**src/rtl/mux_scan_controller.sv**
```systemverilog
// Sequences the select lines of a 16:1 mux across the enabled channels.
// Each channel settles for DWELL cycles and is then sampled for one cycle.
// Every output is a register loaded from the next-state logic.
module mux_scan_controller #(
   parameter int unsigned DWELL = 2
) (
   input  logic        clk,
   input  logic        rst_n,
   input  logic        start,
   input  logic        abort,
   input  logic        cont,
   input  logic [15:0] mask,
   input  logic        mux_y,
   output logic [3:0]  select,
   output logic        sample,
   output logic        busy,
   output logic        done,
   output logic [15:0] result
);

   typedef enum logic [1:0] {IDLE, SETTLE, SAMPLE, DONE} state_t;

   // A continuous restart counts the DONE cycle as the first settle cycle,
   // so the pass period stays N*(DWELL+1).
   localparam logic [3:0] DWELL_LD = 4'(DWELL);
   localparam logic [3:0] DWELL_RS = 4'(DWELL - 1);

   state_t      state, state_nxt;
   logic [15:0] mask_lat, mask_lat_nxt;
   logic [15:0] result_nxt;
   logic [3:0]  select_nxt;
   logic [3:0]  cnt, cnt_nxt;
   logic        sample_nxt, busy_nxt, done_nxt;
   logic [4:0]  first_new, first_lat, next_lat;

   // Lowest enabled channel at or above 'from'; returns {found, index}.
   function automatic logic [4:0] next_enabled(input logic [15:0] m, input logic [4:0] from);
      logic [4:0] r;
      r = '0;
      for (int i = 15; i >= 0; i--) begin
         if (m[i] && (5'(i) >= from)) r = {1'b1, 4'(i)};
      end
      return r;
   endfunction

   // State and output registers; reset clears everything immediately.
   always_ff @(posedge clk or negedge rst_n) begin
      if (!rst_n) begin
         state    <= IDLE;
         select   <= '0;
         sample   <= 1'b0;
         busy     <= 1'b0;
         done     <= 1'b0;
         result   <= '0;
         mask_lat <= '0;
         cnt      <= '0;
      end else begin
         state    <= state_nxt;
         select   <= select_nxt;
         sample   <= sample_nxt;
         busy     <= busy_nxt;
         done     <= done_nxt;
         result   <= result_nxt;
         mask_lat <= mask_lat_nxt;
         cnt      <= cnt_nxt;
      end
   end

   // Next-state and next-output logic; abort overrides every active state.
   always_comb begin
      first_new    = next_enabled(mask, 5'd0);
      first_lat    = next_enabled(mask_lat, 5'd0);
      next_lat     = next_enabled(mask_lat, {1'b0, select} + 5'd1);
      state_nxt    = state;
      select_nxt   = select;
      sample_nxt   = 1'b0;
      busy_nxt     = busy;
      done_nxt     = 1'b0;
      result_nxt   = result;
      mask_lat_nxt = mask_lat;
      cnt_nxt      = cnt;

      case (state)
         IDLE: begin
            if (start && !abort) begin
               mask_lat_nxt = mask;
               result_nxt   = '0;
               if (first_new[4]) begin
                  select_nxt = first_new[3:0];
                  cnt_nxt    = DWELL_LD;
                  busy_nxt   = 1'b1;
                  state_nxt  = SETTLE;
               end else begin
                  busy_nxt  = 1'b0;
                  done_nxt  = 1'b1;
                  state_nxt = DONE;
               end
            end
         end
         SETTLE: begin
            if (cnt <= 4'd1) begin
               cnt_nxt    = '0;
               sample_nxt = 1'b1;
               state_nxt  = SAMPLE;
            end else begin
               cnt_nxt = cnt - 4'd1;
            end
         end
         SAMPLE: begin
            result_nxt[select] = mux_y;
            if (next_lat[4]) begin
               select_nxt = next_lat[3:0];
               cnt_nxt    = DWELL_LD;
               state_nxt  = SETTLE;
            end else begin
               busy_nxt  = 1'b0;
               done_nxt  = 1'b1;
               state_nxt = DONE;
               // Pre-position the mux so the DONE cycle already settles the next pass.
               if (cont && first_lat[4]) select_nxt = first_lat[3:0];
            end
         end
         DONE: begin
            if (cont) begin
               result_nxt = '0;
               if (first_lat[4]) begin
                  select_nxt = first_lat[3:0];
                  busy_nxt   = 1'b1;
                  if (DWELL_RS == 4'd0) begin
                     cnt_nxt    = '0;
                     sample_nxt = 1'b1;
                     state_nxt  = SAMPLE;
                  end else begin
                     cnt_nxt   = DWELL_RS;
                     state_nxt = SETTLE;
                  end
               end else begin
                  done_nxt  = 1'b1;
                  state_nxt = DONE;
               end
            end else begin
               state_nxt = IDLE;
            end
         end
         default: state_nxt = IDLE;
      endcase

      if (abort && (state != IDLE)) begin
         state_nxt  = IDLE;
         select_nxt = select;
         sample_nxt = 1'b0;
         busy_nxt   = 1'b0;
         done_nxt   = 1'b0;
         result_nxt = result;
         cnt_nxt    = '0;
      end
   end

endmodule

```
**config.mk**
```make
export PLATFORM = sky130hd
export DESIGN_NAME = mux_scan_controller
export DESIGN_NICKNAME = d
export VERILOG_FILES = /design/src/rtl/mux_scan_controller.sv
export SDC_FILE = /design/constraint.sdc
export NUM_CORES = 1
export LEC_CHECK = 0
export ABC_CLOCK_PERIOD_IN_PS = 7700
export CELL_PAD_IN_SITES_DETAIL_PLACEMENT = 1
export CELL_PAD_IN_SITES_GLOBAL_PLACEMENT = 1
export CORE_MARGIN = 10
export CORE_UTILIZATION = 45
export CTS_CLUSTER_DIAMETER = 200
export DETAILED_ROUTE_END_ITERATION = 7
export PLACE_DENSITY = 0.93
export SYNTH_ARGS = -nofsm -noshare
export SYNTH_HDL_FRONTEND = slang
export SYNTH_SLANG_ARGS = --single-unit
```
**constraint.sdc**
```tcl
create_clock -name clk -period 7.7 [get_ports clk]
set_input_delay 0.77 -clock clk [delete_from_list [all_inputs] [get_ports clk]]
set_output_delay 0.77 -clock clk [all_outputs]
set_load 0.1 [all_outputs]
```
==> results.sh, run 1 <==
export IMPL_min_period_over_period=0.4770
export IMPL_syn_inst=417
export IMPL_cts_setup_buffers=0
export IMPL_cts_tree="built"
export IMPL_ys_seq_area_frac=0.3211
export IMPL_rsz0062_at_grt="false"
export IMPL_totalPowerFinal_mw=1.613
export IMPL_wl_per_cell_um=21.30
export IMPL_die_area_um2=11720
export IMPL_dieWidth_um=108.3
export IMPL_clockBufferDepth=2
export IMPL_final_layout_size_suffix_gt1_frac=0.09131
export IMPL_overflow=0
export IMPL_worstSetupEndpointType="register"
export IMPL_seqPwrFrac=0.274
export IMPL_maxCapViolCount=0
export IMPL_drv_slew=0
export IMPL_maxSlewHeadroom=0.2779
export IMPL_finalSetupViolations=0
export IMPL_die_h_um=108.3
export IMPL_yosysWarnings=0
export IMPL_yosysTopAreaCellShare=0.3211
export IMPL_clk_pin_slew_ps=90
export IMPL_root_buffer="clkbuf_8"
export IMPL_worst_path_stages=9
export IMPL_worst_pin_slew_ps=1083
export IMPL_clock_fmax_mhz=272.3
export IMPL_r2r_cells=9
export IMPL_critPathMaxFanout=15
export IMPL_setup_tns_ps=0
export IMPL_numPortBuffers=44
export IMPL_hold_path_depth=1
export IMPL_synth_most_common_cell="nand2_1"
export IMPL_vias_per_cell=6.394
export IMPL_synth_flop_cell="dfrtp_1"
export IMPL_ys_ff_latch=45
export IMPL_finalClockSkew_ps=10.69
export IMPL_n_antenna_cell=0
export IMPL_syn_area_um2=3507
export IMPL_ir_worst_vdd_mv=0.2358
export IMPL_max_stage_delay_ps=640
export IMPL_cts_resized=0
export IMPL_area_growth_pct=17.30
export IMPL_drc=0
export IMPL_core_area_um2=7647
export IMPL_synth_area_top_cells="dfrtp_1, nand2_1, mux2_2"
export IMPL_cts_hold_buffers=0
export IMPL_drtPass1Iterations=5
export IMPL_synth_top_cell_by_area="dfrtp_1"
export IMPL_place_hpwl_um=8636
export IMPL_worstPathRequired_ps=7910
export IMPL_syn_num_nets=450
export IMPL_worst_path_buf_inv=1
export IMPL_synthTopCellsByCount="nand2_1, dfrtp_1, o21ai_0, nor2_1, inv_1"
export IMPL_sw_frac_of_total=0.5241
export IMPL_synthArstFlopShare=1.000
export IMPL_hold_violations=0
export IMPL_p_clk_frac=0.134
export IMPL_grt_pass1_wl_um=19260
export IMPL_htreeDepth=2
export IMPL_grt_start_max_net_pins=46
export IMPL_grt_antenna_before_repair=0
export IMPL_cts_sinks=45
export IMPL_vias=3523
export IMPL_startpoint_type="register"
export IMPL_cts_buffers=5
export IMPL_cp_arrival_ps=3890
export IMPL_status="finished clean"
export IMPL_grt_use_total=0.2009
export IMPL_clk_latency_ps=310
export IMPL_first_iter_violations=224
export IMPL_cp_slowest_cell="dfrtp_1"
export IMPL_power_switching_uw=845.1
export IMPL_crit_chain="inv_1 -> ha_1 -> nor2b_2 -> o41ai_2 -> a211oi_1 -> nor4b_4 -> a41oi_1 -> o221ai_1 -> a32oi_1"
export IMPL_cpLargestDelayFamily="compound AO/OA/AOI/OAI gates"
export IMPL_ioPinCount=45
export IMPL_power_frac_comb=0.592
export IMPL_p_per_area_nw_per_um2=392.0
export IMPL_min_path_type="reg2reg"
export IMPL_synth_enable_flop_cells=0
export IMPL_path_class="reg2reg"
export IMPL_grt_pass1_vias=3807
export IMPL_num_rows=32
export IMPL_fin_crit_ps=3673
export IMPL_nets=481
export IMPL_leakage_nw=1.664
export IMPL_antenna_left=0
export IMPL_wl_um=11740
export IMPL_gp_congestion=0.8837
export IMPL_start_util=0.4586
export IMPL_p_int_uw=767.4
export IMPL_ys_types=72
export IMPL_syn_avg_cell_area_um2=8.410
metrics by stage:
stage                 util  instance area, µm²  std cells  setup WS, ps  hold slack, ps
global placement    0.5205                3980        543          4362           474.1
floorplan                -                3507        417          4007           474.4
global route        0.5380                4114        551          3819           549.5
CTS                 0.5380                4114        551          4073           504.6
detailed placement  0.5205                3980        543          4128           481.7
finish              0.5380                4114        551          4027           500.8
registers in the layout (all words and copies together), names as in the netlist:
register  cells
mask_lat     16
cnt           4
busy          1
select        4
state         2
result       16
done          1
sample        1
cell usage in the layout (no fill, tap or decap), types with 8 or more instances in the layout:
cell / instances
mux2i_1: 12
ha_1: 11
mux2_2: 15
nor4_1: 9
nand2b_1: 12
clkdlybuf4s50_1: 43
o31ai_1: 8
a21oi_1: 18
inv_1: 20
nand2_1: 61
o21ai_0: 33
nand3_1: 10
nor3_1: 9
dfrtp_1: 45
nor2_1: 25
cells by family (layout without fill, tap and decap cells):
logic type                 Yosys count  count (layout)  share of synthesized area
and+or+nand+nor                    159             159                     0.2315
xor gates and xnor gates             1               1                   0.002498
adders and majority gates           12              12                    0.04210
DFF                                 45              45                     0.3211
AOI/OAI and AO/OA                  131             131                     0.2701
muxes                               27              27                    0.08241
buffers and inverters               42              74                    0.05030
per-layer routing:
layer,track usage,part of all wire,vias to the layer above
met5,0,0,-
met4,0.07345,0.030,0
met3,0.03807,0.058,37
met2,0.3556,0.52,123
met1,0.2357,0.39,1762
li1,-,-,1601
path summary, 6_finish.rpt:
path	startpoint	endpoint	slack, ps
setup reg to reg	select[0]	select[0]	4030
hold reg to reg	busy	busy	500
setup / recovery	select[0]	select[0]	4030
hold / removal	busy	busy	500
min in group asynchronous	rst_n	busy	640
max in group asynchronous	rst_n	result[15]	6370
power groups by stage:
stage | registers, mW | logic (mW) | clock network (mW)
floorplan | 0.497 | 0.623 | 0
global placement | 0.434 | 0.882 | 0
detailed placement | 0.441 | 0.924 | 0
CTS | 0.438 | 0.942 | 0.218
global route | 0.456 | 1.03 | 0.228
finish | 0.443 | 0.954 | 0.216
area by class of cell:
type / instances / area (µm²)
fillers: 912 / 3533
well taps: 102 / 127.6
multi-input cells: 330 / 2205
repair buffers: 45 / 442.9
clock inverters: 3 / 65.06
inverters: 21 / 78.83
flip-flops and latches: 45 / 1126
clock buffers: 5 / 68.82
(Power assumes the default switching activity.)
==> run 2: changes to the inputs <==
==> config.mk (replaced) <==
export PLATFORM = sky130hd
export DESIGN_NAME = mux_scan_controller
export DESIGN_NICKNAME = d
export VERILOG_FILES = /design/src/rtl/mux_scan_controller.sv
export SDC_FILE = /design/constraint.sdc
export NUM_CORES = 1
export LEC_CHECK = 0
export ABC_CLOCK_PERIOD_IN_PS = 3420
export CELL_PAD_IN_SITES_DETAIL_PLACEMENT = 1
export CELL_PAD_IN_SITES_GLOBAL_PLACEMENT = 1
export CORE_MARGIN = 10
export CORE_UTILIZATION = 42
export CTS_CLUSTER_DIAMETER = 200
export DETAILED_ROUTE_END_ITERATION = 7
export PLACE_DENSITY = 0.88
export SYNTH_ARGS = -nofsm -noshare
export SYNTH_HDL_FRONTEND = slang
export SYNTH_SLANG_ARGS = --single-unit
==> constraint.sdc (replaced) <==
create_clock -name clk -period 3.42 [get_ports clk]
set_input_delay 0.342 -clock clk [delete_from_list [all_inputs] [get_ports clk]]
set_output_delay 0.342 -clock clk [all_outputs]
set_load 0.1 [all_outputs]
==> results.sh, run 2 (synthesis results as in run 1) <==
export IMPL_reg_top3="mask_lat (16), result (16)"
export IMPL_final_layout_size_suffix_gt1_frac=0.1223
export IMPL_numPortBuffers=44
export IMPL_min_period_over_period=0.9259
export IMPL_cts_buffers=5
export IMPL_final_cell_mix="nand2_1, dfrtp_1, clkdlybuf4s50_1"
export IMPL_vias=3394
export IMPL_core_area_um2=8175
export IMPL_maxSlewHeadroom=0.2957
export IMPL_worst_pin_slew_ps=1056
export IMPL_clockBufferDepth=2
export IMPL_rsz0062_at_grt="false"
export IMPL_root_buffer="clkbuf_8"
export IMPL_ir_worst_vdd_mv=0.5629
export IMPL_setup_tns_ps=0
export IMPL_clk_pin_slew_ps=90
export IMPL_cts_sinks=45
export IMPL_critPathMaxFanout=12
export IMPL_stdcell_count=563
export IMPL_cp_arrival_ps=3370
export IMPL_ioPinCount=45
export IMPL_status="finished clean"
export IMPL_antenna_left=0
export IMPL_vias_per_cell=6.028
export IMPL_finalSetupViolations=0
export IMPL_cts_tree="built"
export IMPL_grt_pass1_wl_um=18290
export IMPL_hold_violations=0
export IMPL_worstSetupEndpointType="register"
export IMPL_clk_latency_ps=310
export IMPL_start_util=0.4290
export IMPL_fin_crit_ps=3166
export IMPL_fillers=989
export IMPL_grt_start_max_net_pins=46
export IMPL_leakage_nw=1.685
export IMPL_dieWidth_um=111.4
export IMPL_htreeDepth=2
export IMPL_r2r_cells=9
export IMPL_drtPass1Iterations=5
export IMPL_timing_rr_end="select[2]"
export IMPL_cts_hold_buffers=0
export IMPL_min_path_type="in2async"
export IMPL_area_growth_pct=18.34
export IMPL_grt_use_total=0.1714
export IMPL_rrSetupSlack_ps=250
export IMPL_nets=490
export IMPL_worstPathRequired_ps=3620
export IMPL_clock_fmax_mhz=315.8
export IMPL_first_iter_violations=230
export IMPL_num_rows=33
export IMPL_overflow=0
export IMPL_drc=0
export IMPL_maxCapViolCount=0
export IMPL_reg2reg_from="select[1]"
export IMPL_p_per_area_nw_per_um2=842.8
export IMPL_grt_pass1_vias=3610
export IMPL_gp_congestion=0.8575
export IMPL_wl_um=10970
export IMPL_grt_antenna_before_repair=0
export IMPL_dp_cells=555
export IMPL_final_common_cell="nand2_1"
export IMPL_place_hpwl_um=8489
export IMPL_drv_slew=0
export IMPL_die_h_um=111.4
export IMPL_startpoint_type="register"
export IMPL_wl_per_cell_um=19.49
export IMPL_finalClockSkew_ps=6.772
export IMPL_n_antenna_cell=0
export IMPL_path_class="reg2reg"
export IMPL_die_area_um2=12410
==> run 2: changes by cell type in the layout (fill, tap and decap cells not counted), sizes merged <==
| cell | previous run | this run |
|---|---|---|
| bufinv | 2 | 0 |
| buf | 2 | 13 |
| clkdlybuf4s50 | 43 | 41 |
| clkinvlp | 0 | 1 |
| clkinv | 1 | 2 |
==> run 2: worst max path at each step <==
| stage | end | slack, ps | cells past startpoint | startpoint |
|---|---|---|---|---|
| 2_1_floorplan | select[2] | 50 | 11 | select[0] |
| 3_3_place_gp | select[2] | 260 | 9 | select[1] |
| 3_5_place_dp | select[2] | 110 | 9 | select[1] |
| 4_1_cts | select[2] | 90 | 9 | select[1] |
| 5_1_grt | select[2] | 20 | 9 | select[1] |
| 6_report | select[2] | 250 | 9 | select[1] |
==> run 2: layout make-up <==
class | instances | area [µm²] | area share
clock inverters | 3 | 17.52 | 0.004221
well taps | 105 | 131.4 | 0.03166
flip-flops and latches | 45 | 1129 | 0.2719
multi-input cells | 330 | 2220 | 0.5348
inverters | 21 | 78.83 | 0.01899
clock buffers | 5 | 68.82 | 0.01658
repair buffers | 54 | 505.5 | 0.1218
==> run 2: power breakdown <==
part | internal (mW) | total [mW] | switching, mW | leakage [nW]
registers | 0.692 | 0.970 | 0.278 | 0.580
clock network | 0.141 | 0.340 | 0.199 | 0.0439
logic | 0.808 | 2.19 | 1.38 | 1.06
total | 1.64 | 3.50 | 1.86 | 1.69
==> run 2: per-stage QoR <==
stage                     setup WS [ps]  utilization  power, mW  hold slack [ps]  instance area (µm²)
after global placement            257.1       0.4953      3.033            476.3                 4049
after detailed placement          113.3       0.4953      3.107            472.6                 4049
after global routing              15.75       0.5077      3.754            294.6                 4150
after floorplan                   46.13            -      2.523            46.41                 3510
after CTS                         90.82       0.5058      3.460            257.3                 4135
final                             253.5       0.5077      3.498            216.2                 4150
==> run 2: worst max-delay path: stages, from the launching register on <==
cell       delay [ps]
dfrtp_2           480
inv_1             150
ha_1              350
nor3b_2           290
a21boi_0          180
o31a_1            330
a2111oi_4         400
nand4_4           190
o211ai_4          320
mux2_2            360
==> run 2: repair_timing <==
action,4_1_cts,5_1_grt
buffers inserted,0,0
setup endpoints to repair,0,9
hold endpoints to repair,0,0
resized for setup,0,3
==> run 2: routing by layer <==
metal	wire, µm	track usage	vias to the layer above
li1	-	-	1614
met1	4806	0.2046	1709
met2	5685	0.3091	56
met3	291	0.02415	15
met4	190	0.05227	0
met5	0	0	-
